==> config.mk <==
export PLATFORM = sky130hd
export DESIGN_NAME = branch_predictor_flat
export DESIGN_NICKNAME = d
export VERILOG_FILES = /design/src/rtl/branch_predictor_if.sv /design/src/rtl/branch_predictor.sv /design/src/flat_wrapper.sv
export SDC_FILE = /design/constraint.sdc
export NUM_CORES = 2
export LEC_CHECK = 0
export CAP_MARGIN = 20
export CORE_AREA = 10 10 537 539
export DETAILED_ROUTE_END_ITERATION = 8
export DIE_AREA = 0 0 547 549
export GPL_ROUTABILITY_DRIVEN = 1
export GPL_TIMING_DRIVEN = 0
export PLACE_DENSITY = 0.71
export SKIP_LAST_GASP = 1
export SLEW_MARGIN = 20
export SYNTH_ARGS = -nofsm -noshare
export SYNTH_HDL_FRONTEND = slang
export SYNTH_SLANG_ARGS = --single-unit
==> constraint.sdc <==
create_clock -name clk -period 23 [get_ports clk]
set_input_delay 5.75 -clock clk [delete_from_list [all_inputs] [get_ports clk]]
set_output_delay 5.75 -clock clk [all_outputs]
set_load 0.01 [all_outputs]
==> src/rtl/branch_predictor_if.sv <==
// rtl/branch_predictor_if.sv - fetch lookup, MEM-stage resolve/train and perf signals of the branch predictor
interface branch_predictor_if #(
  parameter int XLEN  = 32,
  parameter int CNT_W = 32
);
  logic            if_valid;
  logic [XLEN-1:0] if_pc;
  logic            pred_taken;
  logic [XLEN-1:0] pred_target;

  logic            upd_valid;
  logic            upd_is_jump;
  logic [XLEN-1:0] upd_pc;
  logic            upd_taken;
  logic [XLEN-1:0] upd_target;
  logic            upd_pred_taken;
  logic [XLEN-1:0] upd_pred_target;
  logic            mispredict;
  logic [XLEN-1:0] redirect_pc;

  logic [CNT_W-1:0] perf_branches;
  logic [CNT_W-1:0] perf_mispredicts;

  modport master (
    output if_valid, if_pc,
    output upd_valid, upd_is_jump, upd_pc, upd_taken, upd_target,
    output upd_pred_taken, upd_pred_target,
    input  pred_taken, pred_target, mispredict, redirect_pc,
    input  perf_branches, perf_mispredicts
  );

  modport slave (
    input  if_valid, if_pc,
    input  upd_valid, upd_is_jump, upd_pc, upd_taken, upd_target,
    input  upd_pred_taken, upd_pred_target,
    output pred_taken, pred_target, mispredict, redirect_pc,
    output perf_branches, perf_mispredicts
  );
endinterface

==> src/rtl/branch_predictor.sv <==
// rtl/branch_predictor.sv - direct-mapped BTB with 2-bit direction counters, redirect decision and perf counters
module branch_predictor #(
  parameter int XLEN    = 32,
  parameter int ENTRIES = 64,
  parameter int TAG_W   = 8,
  parameter int CNT_W   = 32
) (
  input logic               clk,
  input logic               reset,
  branch_predictor_if.slave bus
);
  localparam int IDX_W = $clog2(ENTRIES);

  logic [ENTRIES-1:0] valid_q, valid_d;
  logic [TAG_W-1:0]   tag_q    [ENTRIES];
  logic [TAG_W-1:0]   tag_d    [ENTRIES];
  logic [XLEN-1:0]    target_q [ENTRIES];
  logic [XLEN-1:0]    target_d [ENTRIES];
  logic [1:0]         ctr_q    [ENTRIES];
  logic [1:0]         ctr_d    [ENTRIES];
  logic [CNT_W-1:0]   perf_br_q, perf_br_d;
  logic [CNT_W-1:0]   perf_mp_q, perf_mp_d;

  logic [IDX_W-1:0] if_idx, upd_idx;
  logic [TAG_W-1:0] if_tag, upd_tag;
  logic             if_hit, upd_hit;
  logic [XLEN-1:0]  actual_next, predicted_next;

  // if_valid would only gate lookup statistics, none of which are kept here
  logic unused_if_valid;
  assign unused_if_valid = bus.if_valid;

  assign if_idx  = bus.if_pc[IDX_W+1:2];
  assign if_tag  = bus.if_pc[IDX_W+TAG_W+1:IDX_W+2];
  assign upd_idx = bus.upd_pc[IDX_W+1:2];
  assign upd_tag = bus.upd_pc[IDX_W+TAG_W+1:IDX_W+2];

  assign if_hit  = valid_q[if_idx] && (tag_q[if_idx] == if_tag);
  assign upd_hit = valid_q[upd_idx] && (tag_q[upd_idx] == upd_tag);

  assign bus.pred_taken  = if_hit && ctr_q[if_idx][1];
  assign bus.pred_target = bus.pred_taken ? target_q[if_idx] : bus.if_pc + XLEN'(4);

  assign actual_next     = bus.upd_taken ? bus.upd_target : bus.upd_pc + XLEN'(4);
  assign predicted_next  = bus.upd_pred_taken ? bus.upd_pred_target : bus.upd_pc + XLEN'(4);
  assign bus.mispredict  = bus.upd_valid && (actual_next != predicted_next);
  assign bus.redirect_pc = actual_next;

  assign bus.perf_branches    = perf_br_q;
  assign bus.perf_mispredicts = perf_mp_q;

  always_comb begin
    valid_d  = valid_q;
    tag_d    = tag_q;
    target_d = target_q;
    ctr_d    = ctr_q;
    if (bus.upd_valid) begin
      if (upd_hit) begin
        if (bus.upd_is_jump) begin
          ctr_d[upd_idx]    = 2'd3;
          target_d[upd_idx] = bus.upd_target;
        end else if (bus.upd_taken) begin
          if (ctr_q[upd_idx] != 2'd3) ctr_d[upd_idx] = ctr_q[upd_idx] + 2'd1;
          target_d[upd_idx] = bus.upd_target;
        end else if (ctr_q[upd_idx] != 2'd0) begin
          ctr_d[upd_idx] = ctr_q[upd_idx] - 2'd1;
        end
      end else if (bus.upd_taken) begin
        valid_d[upd_idx]  = 1'b1;
        tag_d[upd_idx]    = upd_tag;
        target_d[upd_idx] = bus.upd_target;
        ctr_d[upd_idx]    = bus.upd_is_jump ? 2'd3 : 2'd2;
      end
    end
  end

  always_comb begin
    perf_br_d = perf_br_q;
    perf_mp_d = perf_mp_q;
    if (bus.upd_valid && (perf_br_q != '1)) perf_br_d = perf_br_q + CNT_W'(1);
    if (bus.mispredict && (perf_mp_q != '1)) perf_mp_d = perf_mp_q + CNT_W'(1);
  end

  always_ff @(posedge clk) begin
    if (reset) begin
      valid_q   <= '0;
      perf_br_q <= '0;
      perf_mp_q <= '0;
      for (int i = 0; i < ENTRIES; i++) ctr_q[i] <= 2'd1;
    end else begin
      valid_q   <= valid_d;
      perf_br_q <= perf_br_d;
      perf_mp_q <= perf_mp_d;
      ctr_q     <= ctr_d;
    end
  end

  // Tag/target payload is only meaningful behind valid, so it needs no reset
  always_ff @(posedge clk) begin
    tag_q    <= tag_d;
    target_q <= target_d;
  end
endmodule

==> src/flat_wrapper.sv <==
// flat-port wrapper written by rule: the top's interface ports become plain ports
module branch_predictor_flat 
#(
  parameter int XLEN    = 32,
  parameter int ENTRIES = 64,
  parameter int TAG_W   = 8,
  parameter int CNT_W   = 32
)
  (clk, reset, bus_if_valid, bus_if_pc, bus_upd_valid, bus_upd_is_jump, bus_upd_pc, bus_upd_taken, bus_upd_target, bus_upd_pred_taken, bus_upd_pred_target, bus_pred_taken, bus_pred_target, bus_mispredict, bus_redirect_pc, bus_perf_branches, bus_perf_mispredicts);
  branch_predictor_if #(.XLEN(XLEN), .CNT_W(CNT_W)) bus_i ();
  input logic clk;
  input logic reset;
  input wire logic [$bits(bus_i.if_valid)-1:0] bus_if_valid;
  input wire logic [$bits(bus_i.if_pc)-1:0] bus_if_pc;
  input wire logic [$bits(bus_i.upd_valid)-1:0] bus_upd_valid;
  input wire logic [$bits(bus_i.upd_is_jump)-1:0] bus_upd_is_jump;
  input wire logic [$bits(bus_i.upd_pc)-1:0] bus_upd_pc;
  input wire logic [$bits(bus_i.upd_taken)-1:0] bus_upd_taken;
  input wire logic [$bits(bus_i.upd_target)-1:0] bus_upd_target;
  input wire logic [$bits(bus_i.upd_pred_taken)-1:0] bus_upd_pred_taken;
  input wire logic [$bits(bus_i.upd_pred_target)-1:0] bus_upd_pred_target;
  output wire logic [$bits(bus_i.pred_taken)-1:0] bus_pred_taken;
  output wire logic [$bits(bus_i.pred_target)-1:0] bus_pred_target;
  output wire logic [$bits(bus_i.mispredict)-1:0] bus_mispredict;
  output wire logic [$bits(bus_i.redirect_pc)-1:0] bus_redirect_pc;
  output wire logic [$bits(bus_i.perf_branches)-1:0] bus_perf_branches;
  output wire logic [$bits(bus_i.perf_mispredicts)-1:0] bus_perf_mispredicts;
  assign bus_i.if_valid = bus_if_valid;
  assign bus_i.if_pc = bus_if_pc;
  assign bus_i.upd_valid = bus_upd_valid;
  assign bus_i.upd_is_jump = bus_upd_is_jump;
  assign bus_i.upd_pc = bus_upd_pc;
  assign bus_i.upd_taken = bus_upd_taken;
  assign bus_i.upd_target = bus_upd_target;
  assign bus_i.upd_pred_taken = bus_upd_pred_taken;
  assign bus_i.upd_pred_target = bus_upd_pred_target;
  assign bus_pred_taken = bus_i.pred_taken;
  assign bus_pred_target = bus_i.pred_target;
  assign bus_mispredict = bus_i.mispredict;
  assign bus_redirect_pc = bus_i.redirect_pc;
  assign bus_perf_branches = bus_i.perf_branches;
  assign bus_perf_mispredicts = bus_i.perf_mispredicts;
  branch_predictor #(.XLEN(XLEN), .ENTRIES(ENTRIES), .TAG_W(TAG_W), .CNT_W(CNT_W)) u_core (.clk(clk), .reset(reset), .bus(bus_i));
endmodule
== Word level (Yosys, flattened, before mapping) ==
Cells that the tools add are included.

* Register bits: 2816
* Latch bits: 0
* RAM bits: 0
* Bits in read-only memories: 0
* Bits of input ports: 135
* Output and inout bits: 130
* Word-level logic and storage cells: 277
* Memories kept: 0

* $add $sub $neg: 6
* Multiply operators: 0
* Divide/modulo/power cells: 0
* Order comparisons: 6
* Eq/ne operators: 7
* Shift-type cells: 0
* Muxes and demuxes: 45
* Bitwise operators: 5
* Reduce and logical (&&, ||, !) cells: 13

{| class="wikitable"
|+ Operator list
! kind !! count
|-
| two-way mux 2048 bit || 3
|-
| bitwise mux 2048 bit || 1
|-
| two-way mux 128 bit || 6
|-
| bitwise mux 512 bit || 1
|-
| bitwise mux 128 bit || 3
|-
| binary-select mux 32 bit (select 6 bit) || 1
|-
| demux 32 bit (select 6 bit) || 1
|-
| two-way mux 32 bit || 6
|-
| OR 128 bit || 1
|-
| binary-select mux 8 bit (select 6 bit) || 2
|-
| adder 32 x 1 -> 32 bit, second input constant || 2
|-
| adder 32 x 3 -> 32 bit, second input constant || 2
|-
| inequality test 32 bit, second input constant || 2
|-
| OR 64 bit || 1
|-
| demux 8 bit (select 6 bit) || 1
|-
| two-way mux 8 bit || 5
|-
| inequality test 32 bit || 1
|-
| binary-select mux 2 bit (select 6 bit) || 2
|-
| == test 8 bit || 2
|-
| >= comparator 7 bit, second input constant || 2
|-
| less-than comparator 6 x 7 -> 1 bit, second input constant || 2
|-
| inverter 6 -> 7 bit || 2
|-
| binary-select mux 1 bit (select 6 bit) || 2
|-
| demux 2 bit (select 6 bit) || 1
|-
| other kinds (15) || 30
|}

== Logic depth before layout (Yosys ltp) ==
* Depth in word-level cells: 10
* Depth in mapped cells: 21
* Gate-level depth less buffers: 14

== Worst setup path before layout ==
No wires, ideal clock.

* Kind: input-to-output
* Start: input port bus_if_pc[2]
* End: output port bus_pred_target[23]
* Arrival: 9520 ps
* Path slack: 7730 ps
* Stages on the path: 13
* Path through: clkbuf_1 > buf_2 > buf_2 > clkbuf_1 > buf_2 > buf_2 > buf_2 > buf_1 > mux4_2 > mux4_2 > mux4_2 > nand2_1 > o21ai_0

* Word-level cells in the longest chain between the ends: 8
* Elaborated cells between the ends (all ways): 17
* Classes of those cells: add/sub: 1; eq/ne: 1; mux: 12; bitwise: 1; reduce/logical: 2

{| class="wikitable"
|+ RTL lines
! what !! RTL line !! source
|-
| start, declared || flat_wrapper.sv:14 || <nowiki>input wire logic [$bits(bus_i.if_pc)-1:0] bus_if_pc;</nowiki>
|-
| inverter 6 -> 7 bit (not written as such) || branch_predictor.sv:38, branch_predictor.sv:41, branch_predictor.sv:42 ||
|-
| binary-select mux 8 bit (select 6 bit) || branch_predictor.sv:38 || <nowiki>assign if_hit = valid_q[if_idx] && (tag_q[if_idx] == if_tag);</nowiki>
|-
| two-way mux 8 bit (not written as such) (2 in series) || branch_predictor.sv:38 ||
|-
| == test 8 bit || branch_predictor.sv:38 ||
|-
| logical AND 1 bit || branch_predictor.sv:38 ||
|-
| logical AND 1 bit || branch_predictor.sv:41 || <nowiki>assign bus.pred_taken = if_hit && ctr_q[if_idx][1];</nowiki>
|-
| two-way mux 32 bit * || branch_predictor.sv:42 || <nowiki>assign bus.pred_target = bus.pred_taken ? target_q[if_idx] : bus.if_pc + XLEN'(4);</nowiki>
|-
| end, declared || flat_wrapper.sv:23 || <nowiki>output wire logic [$bits(bus_i.pred_target)-1:0] bus_pred_target;</nowiki>
|}

Every way passes the cells marked *; elsewhere a longest branch is shown, timed or not. The select of a mux whose other input is x is not followed.

== Worst setup path in the final report ==
* Start: input port bus_upd_pc[3]
* End: output port bus_mispredict

* Word-level cells in the longest chain between the ends: 4
* Elaborated cells between the ends (all ways): 5
* Classes of those cells: add/sub: 1; eq/ne: 1; mux: 2; reduce/logical: 1

{| class="wikitable"
|+ RTL lines
! what !! RTL line !! source
|-
| start, declared || flat_wrapper.sv:17 || <nowiki>input wire logic [$bits(bus_i.upd_pc)-1:0] bus_upd_pc;</nowiki>
|-
| adder 32 x 3 -> 32 bit * || branch_predictor.sv:44, branch_predictor.sv:45 ||
|-
| two-way mux 32 bit (on tied branches) || branch_predictor.sv:44, branch_predictor.sv:45 ||
|-
| inequality test 32 bit * || branch_predictor.sv:46 || <nowiki>assign bus.mispredict = bus.upd_valid && (actual_next != predicted_next);</nowiki>
|-
| logical AND 1 bit * || branch_predictor.sv:46 ||
|-
| end, declared || flat_wrapper.sv:24 || <nowiki>output wire logic [$bits(bus_i.mispredict)-1:0] bus_mispredict;</nowiki>
|}

Every way passes the cells marked *; elsewhere a longest branch is shown, timed or not.

==> out/metrics.csv <==
stage,metric,value,unit
worst_setup_path,CP Class,in -> out,
worst_setup_path,slowest cell on the critical path,and4b_1,
sta,crit path time final,20290,ps
synth,Synth Flop Type,edfxtp_1,
run_status,outcome,finished clean,
place,IO buf count,254,
worst_setup_path,Startpoint Class,primary input,
drt,DR DRC count,0,
drt,Vias/cell,6.999,
floorplan,Core ar.,277900,um2
place,post-place setup slack,3375,ps
global_routing,first-pass GRT wire length,749.3,mm
sta,Least-Margin Pin Slew,1399,ps
synth,cell accounting for the most synthesized area,edfxtp_1,
floorplan,std cell rows,194,
synth,most frequent cells after synthesis,"edfxtp_1, mux2_4, mux4_2",
clock_network,H-tree lvl count,5,
worst_setup_path,R2R setup slack,16700,ps
sta,"Slew Viols, Final",0,
drt,post-route ant nets,0,
finish,register area,82000,um2
floorplan,Top Ports,265,
drt,WL met2,242.3,mm
floorplan,DIE WIDTH,547,um
sta,final hold vios,0,
floorplan,Die Height,549,um
worst_hold_path,HP Start,u_core.ctr_q[36]$_SDFFE_PP1P_,
clock_network,cts repair resizes,0,
synth,Syn Inst Count,8780,
sta,setup_tns,0,ps
clock_network,CTS buffer count,311,
clock_network,clock sink count,2816,
sta,Final Worst Setup Slack,2710,ps
clock_network,clk buf depth,4,
drt,drt first pass iters,8,
drt,Iter 0 DRT Violations,14150,
drt,DRT Wirelength,543.4,mm
synth,Post-Syn Nets,8921,
worst_hold_path,Worst Hold End,u_core.ctr_q[36]$_SDFFE_PP1P_,
sta,Final Setup Violations,0,
global_routing,largest net degree at the start of global routing,161,
sta,Rel. slew slack,0.05729,
sta,Post-Route Skew,54.09,ps
finish,Fillers,20020,
synth,#FFs+latches synth,2816,
finish,Layout Utilization,0.6148,
worst_setup_path,largest fanout on the critical path,11,
synth,synth top area cells,"edfxtp_1, mux2_4, mux4_2",
global_routing,All-Layer GR Usage,0.3503,
worst_setup_path,CP peak stage delay,1010,ps
drt,routed wl met3,57.90,mm
power,Power Density,73.45,nW/um2
clock_network,TritonCTS clock tree,yes,
power,Tot Pwr,12550,uW
sta,fmax,49.29,MHz
worst_setup_path,FF-to-FF Start,u_core.tag_q[311]$_DFFE_PP_,
worst_setup_path,Critical Path RT,17250,ps
global_routing,vias in the first global route,92740,
synth,Synth Warn #,0,
sta,RSZ-0062 raised after global routing,no,
finish,Multi-input gate area,64890,um2
global_routing,antenna violations before repair,32,
worst_setup_path,worst reg2reg endpoint,u_core.target_q[1148]$_DFFE_PP_,
flow_run,max_cap viols,0,
synth,number of synthesized flops with an enable pin,2560,
synth,"count leader, synth",edfxtp_1,
worst_setup_path,r2r worst-path depth,13,
clock_network,setup bufs post-CTS,0,
sta,Final Cycle Share,0.8822,
worst_setup_path,"Cell Chain, Critical Path",clkdlybuf4s50_1 -> buf_2 -> buf_4 -> buf_4 -> buf_2 -> buf_2 -> buf_2 -> nand3_1 -> xnor2_2 -> mux2i_1 -> a211o_1 -> nand4_1 -> a2111oi_0 -> nand4_1 -> and4b_1 -> buf_2 -> nor2_1 -> clkdlybuf4s50_1,
clock_network,Clock Tree Root,clkbuf_16,
power,VDD IR-drop max,0.06145,mV
place,hpwl dp,384.3,mm
worst_setup_path,WP data arrival,14540,ps
drt,WL/cell,40.51,um
synth,post-synth design cell area,151700,um2
finish,cell area after layout,170900,um2
synth,post-synthesis cell type count,89,
drt,Met1 Wirelength,200.3,mm
place,GPL Wtd Cong,1.067,
worst_setup_path,Crit path top cell by count,buf_2,
drt,Via Count,93890,
global_routing,gr ovfl total,0,
synth,sequential area share after synthesis,0.5407,
worst_hold_path,hold depth,1,
clock_network,cts hold-fix bufs,0,
power,leak pwr,0.06038,uW
finish,layout cells sized above 1,0.4103,
synth,Mapped Avg Cell Area,17.27,um2
floorplan,die area,300300,um2
clock_network,Worst-Skew Late Latency,950,ps
worst_hold_path,Worst Hold Class,reg -> reg,
synth,Async SR Flop Fraction,0,
finish,Layout area overhead,12.66,%
finish,Final #Nets,9574,
place,placed inst area,160600,um2
drt,max layer used,met5,
synth,area fraction of the dominant cell type after synthesis,0.5069,
floorplan,Initial Util,0.5457,
clock_network,clk slew on worst S/H paths,60,ps
worst_setup_path,Critical Path End Type,output pin,
[power by group]
group / leakage (uW) / total, uW / internal [uW] / switching [uW]
Combinational: 0.0287 / 1470 / 651 / 814
Clock: 0.00493 / 5120 / 2940 / 2180
Sequential: 0.0267 / 5970 / 5840 / 122
Total: 0.0604 / 12500 / 9430 / 3120
[state kept, by name, summed over array words and instances, names as in the netlist]
| name | count |
|---|---|
| u_core.target_q | 2048 |
| u_core.tag_q | 512 |
| u_core.ctr_q | 128 |
| u_core.valid_q | 64 |
| u_core.bus.perf_branches | 32 |
| u_core.bus.perf_mispredicts | 32 |
[placed cells by master (no fill, tap or decap), types with 28 or more instances in the layout]
cell type / count
edfxtp_1: 2560
bufinv_16: 32
a221oi_1: 66
a21oi_1: 105
nor2_2: 47
nand2_1: 250
buf_6: 209
nand3_1: 144
clkinv_1: 68
a221o_1: 63
nand2b_1: 57
clkinv_2: 42
mux2_4: 1800
a22oi_1: 74
mux4_2: 878
nand4_1: 42
xnor2_1: 80
buf_2: 116
a31oi_1: 42
buf_1: 28
mux2_2: 196
o21ai_0: 109
mux2_1: 129
clkdlybuf4s50_1: 244
clkbuf_1: 460
nor2b_1: 52
xor2_1: 74
clkbuf_2: 103
dfxtp_1: 256
o22ai_1: 30
nor2_8: 60
o2bb2ai_1: 35
nor2_1: 259
mux2i_1: 152
clkbuf_16: 320
[logic make-up after synthesis]
group | count (synthesis) | synth area share
multiplexers | 3155 | 0.3427
flip-flops | 2816 | 0.5407
AND/OR/NAND/NOR | 1085 | 0.04057
buffers and inverters | 887 | 0.03273
AO/OA/AOI/OAI | 659 | 0.03131
XOR/XNOR | 172 | 0.01148
adder cells (fa/ha/maj) | 6 | 0.0004950
[metal layers]
layer,vias up,GRT usage
met5,-,0
li1,36580,-
met2,6376,0.5272
met1,49430,0.4504
met3,1493,0.09824
met4,12,0.2187
[area by class of cell]
cell class              instances  area share
diodes                         19   0.0002783
plain buffers                 855     0.02936
clock buffers                 378     0.04861
clock inverters               173     0.01053
inverters                      32   0.0007030
multi-input cells            5077      0.3798
flip-flops and latches       2816      0.4799
well taps                    3724     0.02727
repair buffers                340     0.02354
[how the worst max path moves through the flow]
stage | start | endpoint | slack, ps
final | bus_upd_pc[3] | bus_mispredict | 2710
after global routing | bus_upd_pc[3] | bus_mispredict | 3090
after CTS | bus_upd_pc[3] | bus_mispredict | 3330
after detailed placement | bus_upd_pc[3] | bus_mispredict | 3370
after global placement | bus_upd_valid | bus_mispredict | -53710
after floorplan | bus_if_pc[2] | bus_pred_target[23] | 7730
[per-stage QoR]
stage / cells / hold WS, ps
floorplan: 8780 / 450.2
global placement: 12760 / 466.6
detailed placement: 12840 / 470.4
CTS: 13390 / 487.3
global route: 13400 / 498.0
finish: 13410 / 489.2
[worst max-delay path: cells and delay by family]
family                    cells  cell delay, ps
buffers and inverters         9            4810
and+or+nand+nor               5            2160
xor gates and xnor gates      1             890
AOI/OAI and AO/OA             2             580
muxes                         1             270
Note: power is estimated with default switching activity, not from simulation.
